$ cat config.mk
export PLATFORM = sky130hd
export DESIGN_NAME = kv_wb_initiator
export DESIGN_NICKNAME = d
export VERILOG_FILES = /design/src/rtl/kv_pkg.sv /design/src/rtl/kv_watchdog.sv /design/src/rtl/kv_wb_initiator.sv
export SDC_FILE = /design/constraint.sdc
export NUM_CORES = 1
export LEC_CHECK = 0
export CAP_MARGIN = 20
export CORE_AREA = 10 10 301 303
export DETAILED_ROUTE_END_ITERATION = 8
export DIE_AREA = 0 0 311 313
export GPL_TIMING_DRIVEN = 0
export SLEW_MARGIN = 25
export SYNTH_ARGS = -nofsm -noshare
export SYNTH_HDL_FRONTEND = slang
export SYNTH_SLANG_ARGS = --single-unit
$ cat constraint.sdc
create_clock -name sys_clk -period 1.8 [get_ports sys_clk]
set_input_delay 0.36 -clock sys_clk [delete_from_list [all_inputs] [get_ports sys_clk]]
set_output_delay 0.36 -clock sys_clk [all_outputs]
set_load 0.005 [all_outputs]
$ cat src/rtl/kv_pkg.sv
// -----------------------------------------------------------------------------
// kv_pkg
// Shared types and constants for the key-value store Wishbone initiator.
//   kv_state_e      : initiator FSM states (IDLE, REQ, RESP)
//   OP_PUT / OP_GET : values of cmd_we for write and read commands
//   KV_*_W          : default bus widths of the keyvalue_3 style responder
//   kv_cnt_width()  : watchdog counter width for a given TIMEOUT (8 or 16 bits)
// -----------------------------------------------------------------------------
package kv_pkg;

    typedef enum logic [1:0] {
        IDLE = 2'd0,
        REQ  = 2'd1,
        RESP = 2'd2
    } kv_state_e;

    localparam logic OP_PUT = 1'b1;
    localparam logic OP_GET = 1'b0;

    localparam int KV_DATA_W = 128;
    localparam int KV_ADR_W  = 64;
    localparam int KV_KEY_W  = 64;

    // Smallest of 8 or 16 bits that can hold the timeout count.
    function automatic int kv_cnt_width(input int timeout);
        if (timeout < 256) begin
            return 8;
        end else begin
            return 16;
        end
    endfunction

endpackage

$ cat src/rtl/kv_watchdog.sv
// -----------------------------------------------------------------------------
// kv_watchdog
// ACK watchdog for the Wishbone initiator. Only instantiated when the
// initiator is built with KV_INIT_TIMEOUT_EN defined.
//   sys_clk  in  clock
//   sys_rst  in  synchronous active-high reset
//   clear    in  restart the count (asserted on the edge that enters REQ)
//   enable   in  count this cycle (REQ without ACK_i)
//   expired  out high in the REQ cycle whose edge brings the count to TIMEOUT
// -----------------------------------------------------------------------------
module kv_watchdog
    import kv_pkg::*;
#(
    parameter int TIMEOUT = 255
) (
    input  logic sys_clk,
    input  logic sys_rst,
    input  logic clear,
    input  logic enable,
    output logic expired
);

    localparam int CNT_W = kv_cnt_width(TIMEOUT);

    logic [CNT_W-1:0] cnt_q;
    logic [CNT_W-1:0] cnt_d;

    // The count reaches TIMEOUT on the edge that ends this cycle.
    assign expired = enable && (cnt_q == CNT_W'(TIMEOUT - 1));

    // Next count: clear on REQ entry, advance on idle REQ cycles.
    always_comb begin
        cnt_d = cnt_q;
        if (clear) begin
            cnt_d = {CNT_W{1'b0}};
        end else if (enable && !expired) begin
            cnt_d = cnt_q + CNT_W'(1);
        end else begin
            cnt_d = cnt_q;
        end
    end

    // Count register.
    always_ff @(posedge sys_clk) begin
        if (sys_rst) begin
            cnt_q <= {CNT_W{1'b0}};
        end else begin
            cnt_q <= cnt_d;
        end
    end

endmodule

$ cat src/rtl/kv_wb_initiator.sv
// -----------------------------------------------------------------------------
// kv_wb_initiator
// Wishbone classic initiator for the key-value store responder. Takes one
// put/get command at a time from a valid/ready port, runs one Wishbone cycle,
// and presents read data (or zero for a put) on a valid/ready response port.
//
// Build option: KV_INIT_TIMEOUT_EN -- when defined, a kv_watchdog aborts a
// cycle that sees no ACK_i within TIMEOUT cycles and reports rsp_err=1.
// Without it REQ waits for ACK_i indefinitely and rsp_err stays 0.
//
// Ports
//   sys_clk, sys_rst          clock, synchronous active-high reset
//   cmd_valid/cmd_ready       command handshake
//   cmd_we/sel/adr/key/dat    command fields (cmd_we: 1=put, 0=get)
//   rsp_valid/rsp_ready       response handshake
//   rsp_dat, rsp_err          read data (0 for puts), timeout flag
//   STB_o, CYC_o, WE_o, SEL_o, ADR_o, KEY_o, DAT_o   Wishbone request
//   DAT_i, ACK_i              Wishbone read data and acknowledge
// All outputs are registered.
// -----------------------------------------------------------------------------
module kv_wb_initiator
    import kv_pkg::*;
#(
    parameter int DATA_W  = KV_DATA_W,
    parameter int ADR_W   = KV_ADR_W,
    parameter int KEY_W   = KV_KEY_W,
    parameter int TIMEOUT = 255
) (
    input  logic              sys_clk,
    input  logic              sys_rst,
    input  logic              cmd_valid,
    output logic              cmd_ready,
    input  logic              cmd_we,
    input  logic [3:0]        cmd_sel,
    input  logic [ADR_W-1:0]  cmd_adr,
    input  logic [KEY_W-1:0]  cmd_key,
    input  logic [DATA_W-1:0] cmd_dat,
    output logic              rsp_valid,
    input  logic              rsp_ready,
    output logic [DATA_W-1:0] rsp_dat,
    output logic              rsp_err,
    output logic              STB_o,
    output logic              CYC_o,
    output logic              WE_o,
    output logic [3:0]        SEL_o,
    output logic [ADR_W-1:0]  ADR_o,
    output logic [KEY_W-1:0]  KEY_o,
    output logic [DATA_W-1:0] DAT_o,
    input  logic [DATA_W-1:0] DAT_i,
    input  logic              ACK_i
);

    kv_state_e         state_q,     state_d;
    logic              cmd_ready_q, cmd_ready_d;
    logic              stb_q,       stb_d;
    logic              cyc_q,       cyc_d;
    logic              we_q,        we_d;
    logic [3:0]        sel_q,       sel_d;
    logic [ADR_W-1:0]  adr_q,       adr_d;
    logic [KEY_W-1:0]  key_q,       key_d;
    logic [DATA_W-1:0] dat_q,       dat_d;
    logic              rsp_valid_q, rsp_valid_d;
    logic [DATA_W-1:0] rsp_dat_q,   rsp_dat_d;
    logic              rsp_err_q,   rsp_err_d;
    logic              wd_expired_s;

`ifdef KV_INIT_TIMEOUT_EN
    logic wd_clear_s;
    logic wd_enable_s;

    // Restart on the accept edge; count only REQ cycles that lack ACK_i.
    assign wd_clear_s  = (state_q == IDLE) && cmd_valid;
    assign wd_enable_s = (state_q == REQ) && !ACK_i;

    kv_watchdog #(
        .TIMEOUT (TIMEOUT)
    ) u_watchdog (
        .sys_clk (sys_clk),
        .sys_rst (sys_rst),
        .clear   (wd_clear_s),
        .enable  (wd_enable_s),
        .expired (wd_expired_s)
    );
`else
    // No watchdog: never expires. TIMEOUT is always non-negative, so this
    // folds to 0 while keeping the parameter referenced in this build.
    assign wd_expired_s = (TIMEOUT < 0);
`endif

    assign cmd_ready = cmd_ready_q;
    assign STB_o     = stb_q;
    assign CYC_o     = cyc_q;
    assign WE_o      = we_q;
    assign SEL_o     = sel_q;
    assign ADR_o     = adr_q;
    assign KEY_o     = key_q;
    assign DAT_o     = dat_q;
    assign rsp_valid = rsp_valid_q;
    assign rsp_dat   = rsp_dat_q;
    assign rsp_err   = rsp_err_q;

    // Next-state and next-output logic of the command/response FSM.
    always_comb begin
        state_d     = state_q;
        cmd_ready_d = cmd_ready_q;
        stb_d       = stb_q;
        cyc_d       = cyc_q;
        we_d        = we_q;
        sel_d       = sel_q;
        adr_d       = adr_q;
        key_d       = key_q;
        dat_d       = dat_q;
        rsp_valid_d = rsp_valid_q;
        rsp_dat_d   = rsp_dat_q;
        rsp_err_d   = rsp_err_q;

        case (state_q)
            IDLE: begin
                if (cmd_valid) begin
                    // Capture the command; request fields then stay frozen
                    // for the whole Wishbone cycle.
                    state_d     = REQ;
                    cmd_ready_d = 1'b0;
                    stb_d       = 1'b1;
                    cyc_d       = 1'b1;
                    we_d        = cmd_we;
                    sel_d       = cmd_sel;
                    adr_d       = cmd_adr;
                    key_d       = cmd_key;
                    dat_d       = cmd_dat;
                end else begin
                    cmd_ready_d = 1'b1;
                end
            end

            REQ: begin
                if (ACK_i) begin
                    // ACK has priority over a watchdog expiring on this edge.
                    state_d     = RESP;
                    stb_d       = 1'b0;
                    cyc_d       = 1'b0;
                    rsp_valid_d = 1'b1;
                    rsp_err_d   = 1'b0;
                    if (we_q == OP_PUT) begin
                        rsp_dat_d = {DATA_W{1'b0}};
                    end else begin
                        rsp_dat_d = DAT_i;
                    end
                end else if (wd_expired_s) begin
                    state_d     = RESP;
                    stb_d       = 1'b0;
                    cyc_d       = 1'b0;
                    rsp_valid_d = 1'b1;
                    rsp_err_d   = 1'b1;
                    rsp_dat_d   = {DATA_W{1'b0}};
                end else begin
                    stb_d = 1'b1;
                    cyc_d = 1'b1;
                end
            end

            RESP: begin
                if (rsp_ready) begin
                    state_d     = IDLE;
                    rsp_valid_d = 1'b0;
                    cmd_ready_d = 1'b1;
                end else begin
                    rsp_valid_d = 1'b1;
                end
            end

            default: begin
                state_d     = IDLE;
                cmd_ready_d = 1'b1;
                stb_d       = 1'b0;
                cyc_d       = 1'b0;
                rsp_valid_d = 1'b0;
            end
        endcase
    end

    // State and output registers.
    always_ff @(posedge sys_clk) begin
        if (sys_rst) begin
            state_q     <= IDLE;
            cmd_ready_q <= 1'b1;
            stb_q       <= 1'b0;
            cyc_q       <= 1'b0;
            we_q        <= 1'b0;
            sel_q       <= 4'h0;
            adr_q       <= {ADR_W{1'b0}};
            key_q       <= {KEY_W{1'b0}};
            dat_q       <= {DATA_W{1'b0}};
            rsp_valid_q <= 1'b0;
            rsp_dat_q   <= {DATA_W{1'b0}};
            rsp_err_q   <= 1'b0;
        end else begin
            state_q     <= state_d;
            cmd_ready_q <= cmd_ready_d;
            stb_q       <= stb_d;
            cyc_q       <= cyc_d;
            we_q        <= we_d;
            sel_q       <= sel_d;
            adr_q       <= adr_d;
            key_q       <= key_d;
            dat_q       <= dat_d;
            rsp_valid_q <= rsp_valid_d;
            rsp_dat_q   <= rsp_dat_d;
            rsp_err_q   <= rsp_err_d;
        end
    end

endmodule
==> results of run 1 <==
==> area by class of cell <==
type | count | area [µm²]
multi-input combinational | 1195 | 5590
inverter | 4 | 15.0
buffer | 145 | 905
clock inverter | 16 | 96.3
sequential | 394 | 7930
clock buffer | 67 | 1370
timing repair buffer | 789 | 7430
antenna | 6 | 15.0
fill | 9282 | 59800
tap | 1144 | 1430
==> flip-flops by register name, indices dropped and copies added (netlist names) <==
register / flops
WE_o: 1
cmd_ready: 1
state_q: 2
KEY_o: 64
rsp_valid: 1
DAT_o: 128
SEL_o: 4
rsp_dat: 128
CYC_o: 1
ADR_o: 64
==> cell usage in the layout, fill, tap and decap left out, drive strengths merged <==
cell	synthesis	final
o2111ai	1	1
nand3b	128	128
nand2	656	656
dfxtp	394	394
nor2b	3	3
dlygate4sd2	0	390
ha	5	5
conb	1	1
clkdlybuf4s50	0	392
inv	4	5
clkdlybuf4s15	0	3
clkinv	0	13
o21bai	1	1
buf	54	57
o311a	1	1
clkbuf	91	159
o21ai	2	2
a21oi	390	390
o311ai	1	1
mux2i	2	2
clkinvlp	0	2
and2	2	2
nand2b	1	1
diode	0	6
nor3	1	1
==> how the worst min path moves through the flow <==
stage,from,slack (ns),depth (start not counted),to
floorplan,rsp_dat[100],0.45,2,rsp_dat[100]
global placement,rsp_dat[116],0.44,2,rsp_dat[116]
detailed placement,rsp_dat[4],0.44,2,rsp_dat[4]
CTS,cmd_dat[11],0.28,3,DAT_o[11]
global route,cmd_adr[14],0.30,3,ADR_o[14]
finish,cmd_sel[3],0.33,3,SEL_o[3]
==> cells by family after synthesis <==
kind of cell | Yosys count | share of synthesized area
multiplexers | 2 | 0.00141
AND/OR/NAND/NOR | 791 | 0.243
AO/OA/AOI/OAI | 396 | 0.140
flip-flops | 394 | 0.554
other | 1 | 0.000263
buffers and inverters | 149 | 0.0566
adder cells (fa/ha/maj) | 5 | 0.00439
==> critical path: cells and delay by family (launching register included) <==
kind,cells,cell delay [ns]
buffers and inverters,4,0.57
DFF,1,0.40
and+or+nand+nor,2,0.32
adders and majority gates,1,0.20
AOI/OAI and AO/OA,1,0.09
==> metal layers <==
metal,global-route usage,up-vias
met4,0.0579,10
met1,0.156,6962
li1,-,7379
met2,0.262,604
met3,0.0622,109
met5,0,-
==> power groups by stage <==
| stage | combinational [W] | clock [W] | sequential, W |
|---|---|---|---|
| floorplan | 0.00424 | 0 | 0.0111 |
| global placement | 0.0102 | 0 | 0.0111 |
| detailed placement | 0.0103 | 0 | 0.0111 |
| CTS | 0.00959 | 0.00950 | 0.0109 |
| global route | 0.0105 | 0.00983 | 0.0110 |
| finish | 0.00954 | 0.00919 | 0.0109 |
==> cell usage after synthesis <==
library cell	number	share of area
ha_1	5	0.0044
buf_12	1	0.0014
inv_1	4	0.0011
o21ai_0	2	0.00070
and2_1	2	0.00088
buf_1	3	0.00079
a21oi_1	390	0.14
dfxtp_1	394	0.55
buf_4	17	0.0090
buf_6	17	0.013
nand2_2	1	0.00044
o2111ai_1	1	0.00061
nand2_1	655	0.17
clkbuf_1	89	0.023
nand3b_1	128	0.067
conb_1	1	0.00026
o311ai_0	1	0.00061
clkbuf_8	2	0.0019
mux2i_1	2	0.0014
nor3_1	1	0.00035
buf_2	16	0.0056
o21bai_1	1	0.00053
nand2b_1	1	0.00044
nor2b_1	3	0.0013
o311a_1	1	0.00070
==> timing repair <==
| action | CTS | global route |
|---|---|---|
| hold buffers | 0 | 0 |
| resized for setup | 475 | 27 |
| endpoints found under the setup margin | 774 | 62 |
| gates cloned | 0 | 1 |
| setup buffers | 0 | 3 |
==> through the flow <==
stage	utilization	power, W	area, µm²	hold WS [ns]
5_1_grt	0.293	0.0314	24800	0.304
3_5_place_dp	0.278	0.0214	23500	0.443
6_report	0.293	0.0296	24800	0.333
3_3_place_gp	0.278	0.0213	23500	0.437
2_1_floorplan	-	0.0153	14200	0.448
4_1_cts	0.292	0.0300	24700	0.282
==> results.sh, run 1 <==
export IMPL_drt_iter0_markers=669
export IMPL_cts_buffers=46
export IMPL_relSlewSlack=0.324
export IMPL_grt_start_max_net_pins=13
export IMPL_dp_cells=3667
export IMPL_grt_usage=0.149
export IMPL_synth_fp_nets=2137
export IMPL_clock_skew_ns=0.0130
export IMPL_coreArea_um2=84600
export IMPL_critPathLaunchType="flop"
export IMPL_fmax_mhz=573
export IMPL_hpwl_um=63300
export IMPL_die_w_um=311
export IMPL_regToRegStartpoint="state_q[0]"
export IMPL_cp_startpoint="state_q[0]"
export IMPL_internal_power_w=0.0197
export IMPL_finalCriticalPeriod_ns=1.74
export IMPL_cts_root_buf="clkbuf_16"
export IMPL_ios=788
export IMPL_dr_max_layer_used="met5"
export IMPL_die_y_um=313
export IMPL_nets=2974
export IMPL_final_period_utilization=0.969
export IMPL_dr_pass1_iters=5
export IMPL_cp_required_ns=2.23
export IMPL_crit_path_end="ADR_o[0]"
export IMPL_p_clk_frac=0.310
export IMPL_syn_inst=1738
export IMPL_synth_seq_cells=394
export IMPL_avgSynthCellArea_um2=8.20
export IMPL_p_leak_nw=10.5
export IMPL_slowest_delay_ns=0.40
export IMPL_grt_pass1_wl_um=108000
export IMPL_dr_wl_met3_um=7760
export IMPL_grt_ovfl_total=0
export IMPL_yosysSeqAreaShare=0.554
export IMPL_status="complete, no violations"
export IMPL_antenna_found_initial=21
export IMPL_dp_slack_ns=-0.665
export IMPL_routed_wl_um=77800
export IMPL_yosys_warnings=0
export IMPL_layout_drive_gt1_share=0.0739
export IMPL_cts_tree="yes"
export IMPL_ir_worst_vdd_mv=0.650
export IMPL_wl_met1_um=29200
export IMPL_htree_levels=2
export IMPL_p_comb_frac=0.322
export IMPL_seqPwrFrac=0.368
export IMPL_cellPowerDensity_nw_per_um2=1190
export IMPL_initial_core_util=0.168
export IMPL_timing_rr_end="ADR_o[0]"
export IMPL_netlist_area_um2=14200
export IMPL_switching_share=0.334
export IMPL_p_switching_w=0.00990
export IMPL_slew_viol_final=0
export IMPL_ant_nets=0
export IMPL_routed_via_density=4.01
export IMPL_post_drt_wl_per_cell_um=20.7
export IMPL_worstSetupEndpointType="flop"
export IMPL_die_area_um2=97300
export IMPL_fin_cells=3760
export IMPL_worst_slack_ns=0.0554
export IMPL_cpMaxStageDelayCell="dfxtp_1"
export IMPL_r2r_slack_ns=0.06
export IMPL_finalSetupViolCount=0
export IMPL_path_cells="inv_2, ha_4, and2_4, buf_12, buf_16, buf_8, nand2_1, a21oi_1"
export IMPL_routabilityCongestion=0.846
export IMPL_synth_cell_type_count=25
export IMPL_drc_errors=0
export IMPL_reg2reg_depth=8
export IMPL_clkTransAtPathRegs_ns=0.06
export IMPL_clock_sinks=394
export IMPL_syn_to_final_growth_pct=74.0
export IMPL_drv_cap=0
export IMPL_rows=107
export IMPL_hold_viol=0
export IMPL_grt_pass1_vias=15100
export IMPL_met2_length_um=38400
export IMPL_port_buffers=785
export IMPL_cts_max_path_buffers=3
export IMPL_worst_setup_path_type="flop to flop"
export IMPL_cp_arrival_ns=2.17
export IMPL_path_max_fanout=10
export IMPL_tightest_slew_ns=1.01
export IMPL_via_count=15100
export IMPL_hold_class="input port to flop"
export IMPL_clkLatencyLatePin_ns=0.57
export IMPL_fin_setup_tns_ns=0
Power figures use the tool's default switching activity.
==> run 2, diff against run 1 <==
--- a/config.mk
+++ b/config.mk
@@ -10,6 +10,7 @@
 export DETAILED_ROUTE_END_ITERATION = 8
 export DIE_AREA = 0 0 311 313
 export GPL_TIMING_DRIVEN = 0
+export HOLD_SLACK_MARGIN = 0.06
 export SLEW_MARGIN = 25
 export SYNTH_ARGS = -nofsm -noshare
 export SYNTH_HDL_FRONTEND = slang
==> results of run 2 <==
Same layout as run 1: the final DEF is identical, and so are final timing and power.
==> run 3, diff against run 2 <==
--- a/config.mk
+++ b/config.mk
@@ -6,11 +6,14 @@
 export NUM_CORES = 1
 export LEC_CHECK = 0
 export CAP_MARGIN = 20
-export CORE_AREA = 10 10 301 303
+export CELL_PAD_IN_SITES_DETAIL_PLACEMENT = 1
+export CELL_PAD_IN_SITES_GLOBAL_PLACEMENT = 1
+export CORE_AREA = 10 10 302 304
 export DETAILED_ROUTE_END_ITERATION = 8
-export DIE_AREA = 0 0 311 313
+export DIE_AREA = 0 0 312 314
 export GPL_TIMING_DRIVEN = 0
 export HOLD_SLACK_MARGIN = 0.06
+export PLACE_DENSITY_LB_ADDON = 0.1
 export SLEW_MARGIN = 25
 export SYNTH_ARGS = -nofsm -noshare
 export SYNTH_HDL_FRONTEND = slang
==> results.sh, run 3 (same netlist as run 1, synthesis figures left out) <==
export IMPL_clkLatencyLatePin_ns=0.59
export IMPL_path_max_fanout=2
export IMPL_p_leak_nw=10.6
export IMPL_coreArea_um2=84900
export IMPL_grt_start_max_net_pins=14
export IMPL_critPathBufInv=1
export IMPL_cts_buffers=52
export IMPL_cts_max_path_buffers=3
export IMPL_utilization=0.294
export IMPL_rows=107
export IMPL_path_cells="clkdlybuf4s15_1"
export IMPL_status="complete, no violations"
export IMPL_critPathLaunchType="flop"
export IMPL_postCtsHoldBufs=0
export IMPL_port_buffers=785
export IMPL_cpMaxStageDelayCell="clkdlybuf4s15_1"
export IMPL_cts_root_buf="clkbuf_16"
export IMPL_worst_setup_path_type="flop to output pin"
export IMPL_layout_drive_gt1_share=0.0706
export IMPL_relSlewSlack=0.394
export IMPL_grt_pass1_wl_um=121000
export IMPL_cts_tree="yes"
export IMPL_final_period_utilization=0.948
export IMPL_mostFrequentLayoutCell="nand2_1"
export IMPL_routed_wl_um=85700
export IMPL_post_drt_wl_per_cell_um=22.7
export IMPL_finalCriticalPeriod_ns=1.71
export IMPL_htree_levels=2
export IMPL_tightest_slew_ns=0.909
export IMPL_fmax_mhz=586
export IMPL_routed_via_density=4.04
export IMPL_slew_viol_final=0
export IMPL_grt_ovfl_total=0
export IMPL_drv_cap=0
export IMPL_clock_skew_ns=0.0211
export IMPL_ant_nets=0
export IMPL_ios=788
export IMPL_rsz0062_at_grt="false"
export IMPL_cp_required_ns=1.44
export IMPL_drt_iter0_markers=465
export IMPL_via_count=15300
export IMPL_die_y_um=314
export IMPL_syn_to_final_growth_pct=75.1
export IMPL_routabilityCongestion=0.808
export IMPL_critPathTopFamily="buffers and inverters"
export IMPL_hpwl_um=69200
export IMPL_hold_class="input port to flop"
export IMPL_hold_viol=0
export IMPL_antenna_found_initial=27
export IMPL_clock_sinks=394
export IMPL_grt_pass1_vias=16700
export IMPL_most_common_layout_cells="nand2_1, clkdlybuf4s50_1, dlygate4sd2_1, dfxtp_1, a21oi_1"
export IMPL_worstSetupEndpointType="output pin"
export IMPL_ir_worst_vdd_mv=0.517
export IMPL_cellPowerDensity_nw_per_um2=1230
export IMPL_finalSetupViolCount=0
export IMPL_slowest_delay_ns=0.44
export IMPL_clkTransAtPathRegs_ns=0.06
export IMPL_die_area_um2=98000
export IMPL_place_area_um2=23600
export IMPL_dr_pass1_iters=4
export IMPL_nets=2977
export IMPL_die_w_um=312
export IMPL_initial_core_util=0.168
export IMPL_cp_arrival_ns=1.35
export IMPL_fillCellCount=10100
export IMPL_grt_usage=0.167
export IMPL_drc_errors=0
export IMPL_final_area_um2=25000
-- run 3: cell count changes in the layout (fill, tap and decap cells not counted), sizes merged, moves of 2 or more --
cell,previous run,this run
dlygate4sd2,390,392
diode,6,13
buf,57,59
clkbuf,159,167
clkdlybuf4s15,3,1
-- run 3: metrics by stage --
stage          setup WS (ns)  hold slack, ns  cells  setup TNS [ns]  power [W]
6_report              0.0930           0.313   3777               0     0.0308
2_1_floorplan          0.309           0.448   1738               0     0.0153
3_5_place_dp          -0.673           0.446   3668         -174.51     0.0217
3_3_place_gp          -0.581           0.439   3667         -148.00     0.0215
5_1_grt             0.000716           0.290   3774               0     0.0329
4_1_cts             0.000806           0.264   3765               0     0.0316
-- run 3: final timing paths --
check / to / depth (start not counted) / start / slack, ns
setup / recovery: ADR_o[53] / 1 / ADR_o[53] / 0.09
hold / removal: DAT_o[34] / 3 / cmd_dat[34] / 0.31
setup reg to reg: rsp_dat[88] / 4 / WE_o / 0.14
hold reg to reg: rsp_dat[124] / 2 / rsp_dat[124] / 0.45
-- run 3: worst reg2reg max path, stage by stage, from the launching register on --
cell and delay (ns):
dfxtp_1 0.39, clkbuf_2 0.40, clkbuf_1 0.42, nand3b_1 0.22, a21oi_1 0.08
-- run 3: repair_timing --
item                       in CTS  in global routing
setup buffers                   3                  0
pin swaps                       1                  0
resized for setup             453                 19
setup endpoints to repair     774                273
-- run 3: area by class of cell --
type | instances | area, µm² | share of cell area
sequential | 394 | 7900 | 0.316
buffer | 142 | 893 | 0.0358
timing repair buffer | 789 | 7400 | 0.297
clock buffer | 80 | 1580 | 0.0632
multi-input combinational | 1195 | 5590 | 0.224
tap | 1144 | 1430 | 0.0574
antenna | 13 | 32.5 | 0.00130
inverter | 4 | 15.0 | 0.000602
clock inverter | 16 | 115 | 0.00461
-- run 3: power breakdown --
group / internal (W) / leakage (nW) / switching, W
combinational: 0.00420 / 6.56 / 0.00542
clock: 0.00614 / 0.845 / 0.00418
sequential: 0.0102 / 3.22 / 0.000703
-- run 3: per-layer routing --
layer  wire length (µm)  global-route usage  vias to the layer above
li1                   -                   -                     7383
met1              30000               0.163                     7265
met2              45100               0.312                      473
met3               8160              0.0754                      119
met4               2180              0.0503                       30
met5                184                   0                        -
